<file path="src/rtl/obc_check_pkg.sv">
// Shared definitions for the on-board-computer challenge/response check.
// Both the responder and the supervisor side import this package so the
// answer function and the question/answer type stay in one place.
package obc_check_pkg;

    typedef logic [3:0] nibble_t;

    typedef enum logic [1:0] {
        IDLE    = 2'd0,
        WAIT    = 2'd1,
        RESPOND = 2'd2
    } obc_state_t;

    // Bit flipped in the answer when a test fault is injected at pop time.
    localparam nibble_t FAULT_MASK = 4'b0001;

    // Each answer bit folds a question bit with its lower neighbour; bit 0 is inverted.
    function automatic nibble_t obc_answer(input nibble_t q);
        return {q[2] ^ q[3], q[1] ^ q[2], q[0] ^ q[1], ~q[0]};
    endfunction

endpackage

</file>
<file path="src/rtl/question_fifo.sv">
// Small synchronous FIFO buffering incoming questions.
// The head entry is visible on o_data without a read latency, so the
// responder can pop and use the question on the same edge.
module question_fifo #(
    parameter int DEPTH = 4
) (
    input  logic                       clk,
    input  logic                       reset,
    input  logic                       i_flush,
    input  logic                       i_push,
    input  logic [3:0]                 i_data,
    input  logic                       i_pop,
    output logic [3:0]                 o_data,
    output logic                       o_full,
    output logic                       o_empty,
    output logic [$clog2(DEPTH):0]     o_count
);
    import obc_check_pkg::*;

    localparam int PTR_W = $clog2(DEPTH);
    localparam logic [PTR_W:0] FULL_COUNT = (PTR_W + 1)'(DEPTH);

    nibble_t          r_mem [DEPTH];
    logic [PTR_W-1:0] r_wrPtr;
    logic [PTR_W-1:0] r_rdPtr;
    logic [PTR_W:0]   r_count;

    logic w_doPush;
    logic w_doPop;

    assign o_full   = (r_count == FULL_COUNT);
    assign o_empty  = (r_count == '0);
    assign o_count  = r_count;
    assign o_data   = r_mem[r_rdPtr];

    // Requests that would overflow or underflow are dropped here as a last guard.
    assign w_doPush = i_push && !o_full;
    assign w_doPop  = i_pop && !o_empty;

    // Storage array; stale contents are harmless because pointers define validity.
    always_ff @(posedge clk) begin
        if (w_doPush && !reset && !i_flush) begin
            r_mem[r_wrPtr] <= i_data;
        end
    end

    // Pointer and occupancy bookkeeping; reset and flush both empty the queue.
    always_ff @(posedge clk) begin
        if (reset || i_flush) begin
            r_wrPtr <= '0;
            r_rdPtr <= '0;
            r_count <= '0;
        end else begin
            if (w_doPush) begin
                r_wrPtr <= r_wrPtr + 1'b1;
            end
            if (w_doPop) begin
                r_rdPtr <= r_rdPtr + 1'b1;
            end
            case ({w_doPush, w_doPop})
                2'b10:   r_count <= r_count + 1'b1;
                2'b01:   r_count <= r_count - 1'b1;
                default: r_count <= r_count;
            endcase
        end
    end

endmodule

</file>
<file path="src/rtl/obc_responder.sv">
// Challenge/response responder: buffers supervisor questions, waits a fixed
// latency after taking each one, then presents the computed answer until the
// supervisor accepts it. Halt flushes everything but keeps the answer tally.
module obc_responder #(
    parameter int FIFO_DEPTH   = 4,
    parameter int RESP_LATENCY = 2
) (
    input  logic       clk,
    input  logic       reset,
    input  logic [3:0] question,
    input  logic       question_valid,
    output logic       question_ready,
    output logic [3:0] answer,
    output logic       answer_valid,
    input  logic       answer_ready,
    input  logic       fault_inject,
    input  logic       halt,
    output logic       busy,
    output logic [7:0] answer_count
);
    import obc_check_pkg::*;

    localparam int         CNT_W   = $clog2(FIFO_DEPTH) + 1;
    localparam logic [3:0] LATENCY = 4'(RESP_LATENCY);

    obc_state_t r_state;
    logic [3:0] r_latency;
    nibble_t    r_pending;
    nibble_t    r_answer;
    logic       r_answerValid;
    logic [7:0] r_answerCount;
    logic       r_halted;

    logic             w_push;
    logic             w_pop;
    nibble_t          w_fifoData;
    logic             w_full;
    logic             w_empty;
    logic [CNT_W-1:0] w_fifoCount;
    nibble_t          w_answerNext;

    // Ready depends only on registered state; r_halted keeps it low while halt is held.
    assign question_ready = !w_full && !r_halted;
    assign w_push         = question_valid && question_ready;
    assign w_pop          = (r_state == IDLE) && !w_empty && !halt;

    // Fault injection is only looked at here, i.e. at the pop cycle.
    assign w_answerNext   = obc_answer(w_fifoData) ^ (fault_inject ? FAULT_MASK : 4'b0000);

    assign answer         = r_answer;
    assign answer_valid   = r_answerValid;
    assign answer_count   = r_answerCount;
    assign busy           = (r_state != IDLE) || (w_fifoCount != '0);

    question_fifo #(
        .DEPTH (FIFO_DEPTH)
    ) u_questionFifo (
        .clk     (clk),
        .reset   (reset),
        .i_flush (halt),
        .i_push  (w_push),
        .i_data  (question),
        .i_pop   (w_pop),
        .o_data  (w_fifoData),
        .o_full  (w_full),
        .o_empty (w_empty),
        .o_count (w_fifoCount)
    );

    // Remember that halt was seen so question_ready drops on the edge after halt rises.
    always_ff @(posedge clk) begin
        if (reset) begin
            r_halted <= 1'b0;
        end else begin
            r_halted <= halt;
        end
    end

    // Responder FSM: pop a question, count down the latency, then hold the answer until accepted.
    always_ff @(posedge clk) begin
        if (reset) begin
            r_state       <= IDLE;
            r_latency     <= '0;
            r_pending     <= '0;
            r_answer      <= '0;
            r_answerValid <= 1'b0;
            r_answerCount <= '0;
        end else if (halt) begin
            r_state       <= IDLE;
            r_latency     <= '0;
            r_answer      <= '0;
            r_answerValid <= 1'b0;
        end else begin
            case (r_state)
                IDLE: begin
                    if (!w_empty) begin
                        r_pending <= w_answerNext;
                        r_latency <= LATENCY;
                        if (LATENCY == 4'd0) begin
                            r_state       <= RESPOND;
                            r_answer      <= w_answerNext;
                            r_answerValid <= 1'b1;
                        end else begin
                            r_state <= WAIT;
                        end
                    end
                end
                WAIT: begin
                    if (r_latency == 4'd0) begin
                        r_state       <= RESPOND;
                        r_answer      <= r_pending;
                        r_answerValid <= 1'b1;
                    end else begin
                        r_latency <= r_latency - 1'b1;
                    end
                end
                RESPOND: begin
                    if (answer_ready) begin
                        r_state       <= IDLE;
                        r_answer      <= '0;
                        r_answerValid <= 1'b0;
                        r_answerCount <= r_answerCount + 1'b1;
                    end
                end
                default: begin
                    r_state       <= IDLE;
                    r_answer      <= '0;
                    r_answerValid <= 1'b0;
                end
            endcase
        end
    end

endmodule

</file>
<file path="config.mk">
export PLATFORM = sky130hd
export DESIGN_NAME = obc_responder
export DESIGN_NICKNAME = d
export VERILOG_FILES = /design/src/rtl/obc_check_pkg.sv /design/src/rtl/question_fifo.sv /design/src/rtl/obc_responder.sv
export SDC_FILE = /design/constraint.sdc
export NUM_CORES = 1
export LEC_CHECK = 0
export CAP_MARGIN = 20
export CORE_ASPECT_RATIO = 1.75
export CORE_MARGIN = 10
export CORE_UTILIZATION = 50
export DETAILED_ROUTE_END_ITERATION = 10
export PLACE_DENSITY = 0.76
export SLEW_MARGIN = 20
export SYNTH_ARGS = -nofsm -noshare
export SYNTH_HDL_FRONTEND = slang
export SYNTH_SLANG_ARGS = --single-unit
</file>
<file path="constraint.sdc">
create_clock -name clk -period 3.2 [get_ports clk]
set_clock_uncertainty 0.15 [all_clocks]
set_input_delay 0.64 -clock clk [delete_from_list [all_inputs] [get_ports clk]]
set_output_delay 0.64 -clock clk [all_outputs]
set_load 0.02 [all_outputs]
</file>
==> results.md <==
* CTS resizes at 0
* Slew Viols, Final at 0
* EDFF count, synth at 16
* Main flop type after synthesis: dfxtp_1
* CP Cell Sequence: clkdlybuf4s50_1, nand3b_1, inv_2, ha_1, inv_1, fa_1, xor2_1, or3_1, a21oi_1
* Post-CTS setup buffer count at 0
* Hold Fails Final Rpt at 0
* Synth async-reset ratio at 0%
* Layout cells sized above 1 at 7.944%
* Tmin final at 2.751 ns
* CTS tree: yes
* 1st-iter DRT viols at 82
* Pwr Total at 1.102 mW
* Clk slew on worst S/H paths at 0.09 ns
* PwrDens at 444.7 nW/um2
* Largest net degree at the start of global routing at 20
* Syn_nets at 205
* Pre-CTS setup slack at 0.1295 ns
* Clk root buf: clkbuf_8
* Post-synth cell types at 42
* Largest cells by area after synthesis: dfxtp_1, edfxtp_1, nor2_1, ha_1, xor2_1
* Wire length per cell at 13.96 um
* CP startpoint kind: input port
* # hold bufs at CTS at 0
* Core ar. at 4111 um2
* Post-route ant nets at 0
* # setup viols final at 0
* Mapped Avg Cell Area at 11.33 um2
* Most frequent cells after synthesis: dfxtp_1, nor2_1, edfxtp_1, inv_1, xor2_1
* Status: finished, final reports clean
* Final Cycle Share at 85.97%
* Area after DPL at 2392 um2
* Die area at 7316 um2
* Cell count after synthesis at 186
* Vias in the first global route at 1521
* Worst EP required at 3.29 ns
* DRT Wirelength at 3.672 mm
* Synth warn at 0
* Final setup margin at 0.4489 ns
* Bufs and invs on worst path at 3
* I/O pins at 25
* Arrival @ worst endpoint at 2.84 ns
* CTS Buf Count at 5
* Clock Latency Late Sink at 0.30 ns
* P_leak at 0.9117 nW
* Vias per inst at 5.373
* CP Max Fanout at 9
* Crit path kind: in -> reg
* Fin nets at 232
* Initial cell density of the core at 51.28%
* Fmax at 363.5 MHz
* Fin area at 2479 um2
* Total global-route track usage at 10.50%
* Setup TNS at 0 ns
* Area growth from synthesis to layout at 17.57%
* CTS max path bufs at 2
* Synth top area share at 31.34%
* Die Ht at 105.9 um
* IO buf count at 24
* Initial antenna violation count at 0
* Most common cell in the netlist: dfxtp_1
* Top delay family on crit path: buffers and inverters
* GRT overflow at 0
* Hold crit path type: reg -> reg
* Max incr delay on CP at 0.47 ns
* Setup crit end kind: register
* DP Wirelength at 2.846 mm
* Crit-path slowest cell: clkdlybuf4s50_1
* RSZ-0062 raised after global routing: false
* Cell taking the most area after synthesis: dfxtp_1
* Max_cap viols at 0
* Worst slew margin at 75.34%
* Max rail drop VDD at 0.3443 mV
* Row Count at 31
* Sequential area share after synthesis at 54.12%
* Ant. Diodes at 0
* Initial DRT Pass Iterations at 4
* Vias at 1413
* First-pass GRT wire length at 6.506 mm
* Clock Sinks at 49
* Number of remaining DRC errors at 0
* FF+latch count, synth at 49
* Gpl congestion at 0.7764
* CTS H-Tree Depth at 2
* Synth Cell Area at 2108 um2
* Chip width at 69.09 um
* Tightest Pin Transition at 0.3699 ns
==> sequential cells by signal (all words and copies together), names as in the netlist, named ones only <==
signal                  count
u_questionFifo.r_rdPtr      2
u_questionFifo.r_mem       16
r_state                     2
u_questionFifo.r_wrPtr      2
r_pending                   4
r_halted                    1
answer                      4
r_latency                   4
answer_valid                1
u_questionFifo.o_count      3
answer_count                8
==> report_power, final <==
part / internal [mW] / switching [mW] / total, mW
Combinational: 0.0412 / 0.0469 / 0.0881
Clock: 0.153 / 0.204 / 0.356
Sequential: 0.650 / 0.00767 / 0.658
Total: 0.844 / 0.258 / 1.10
==> cell families after synthesis <==
group	count (synthesis)	share of synthesized area, %
buffers and inverters	18	3.501
adders and majority gates	9	5.698
and+or+nand+nor	64	15.79
DFF	49	54.12
AOI/OAI and AO/OA	23	8.072
muxes	6	5.757
xor gates and xnor gates	17	7.062
==> worst reg2reg max path, cell delays in order, from the launching register on <==
cell	delay [ns]
dfxtp_1	0.40
nor2_2	0.23
nand3b_1	0.17
inv_2	0.17
ha_1	0.20
inv_1	0.07
fa_1	0.42
xor2_1	0.16
or3_1	0.30
a21oi_1	0.15
==> area by class of cell <==
class                   count  area [um2]
inverters                  13       48.80
flip-flops and latches     49        1141
multi-input cells         119       893.4
clock inverters             3       17.52
well taps                  49       61.31
clock buffers               5       68.82
repair buffers             25       247.7
fillers                   360        1633
==> per-stage QoR <==
| step | hold slack, ns | std cells | util [%] |
|---|---|---|---|
| final | 0.3321 | 263 | 60.29 |
| after global routing | 0.3530 | 263 | 60.29 |
| after CTS | 0.3341 | 263 | 60.29 |
| after detailed placement | 0.3203 | 255 | 58.19 |
| after global placement | 0.3098 | 255 | 58.19 |
| after floorplan | 0.2823 | 186 | - |
==> final timing paths <==
check | depth (start not counted) | from | slack [ns] | to
worst max register to register | 9 | r_state[1] | 0.71 | u_questionFifo.o_count[2]
worst min-delay path | 2 | r_latency[0] | 0.33 | r_latency[0]
worst max-delay path | 9 | halt | 0.45 | u_questionFifo.o_count[2]
worst min register to register | 2 | r_latency[0] | 0.33 | r_latency[0]
==> cells in the final DEF, fill, tap and decap left out, types with 3 or more instances in the layout <==
cell type / synthesis / final
mux4_1: 3 / 3
a22oi_1: 4 / 4
clkdlybuf4s50_1: 0 / 24
o21ai_0: 3 / 3
inv_1: 12 / 13
edfxtp_1: 16 / 16
xor2_1: 10 / 10
nand3_1: 6 / 6
dfxtp_1: 33 / 33
nand2_1: 6 / 6
and3_1: 5 / 5
xnor2_1: 7 / 7
a211oi_1: 3 / 3
a21oi_1: 8 / 8
clkbuf_8: 0 / 5
nor3_1: 5 / 5
nor2_1: 27 / 27
ha_1: 8 / 8
==> metal layers <==
layer | global-route usage (%) | vias to the layer above | part of all wire, % | wire length [um]
met5 | 0 | - | 0 | 0
li1 | - | 705 | - | -
met2 | 19.82 | 28 | 54 | 1973
met1 | 9.516 | 672 | 39 | 1415
met3 | 3.724 | 8 | 5.5 | 203
met4 | 5.202 | 0 | 2.2 | 79
Note: power is estimated with default switching activity, not from simulation.
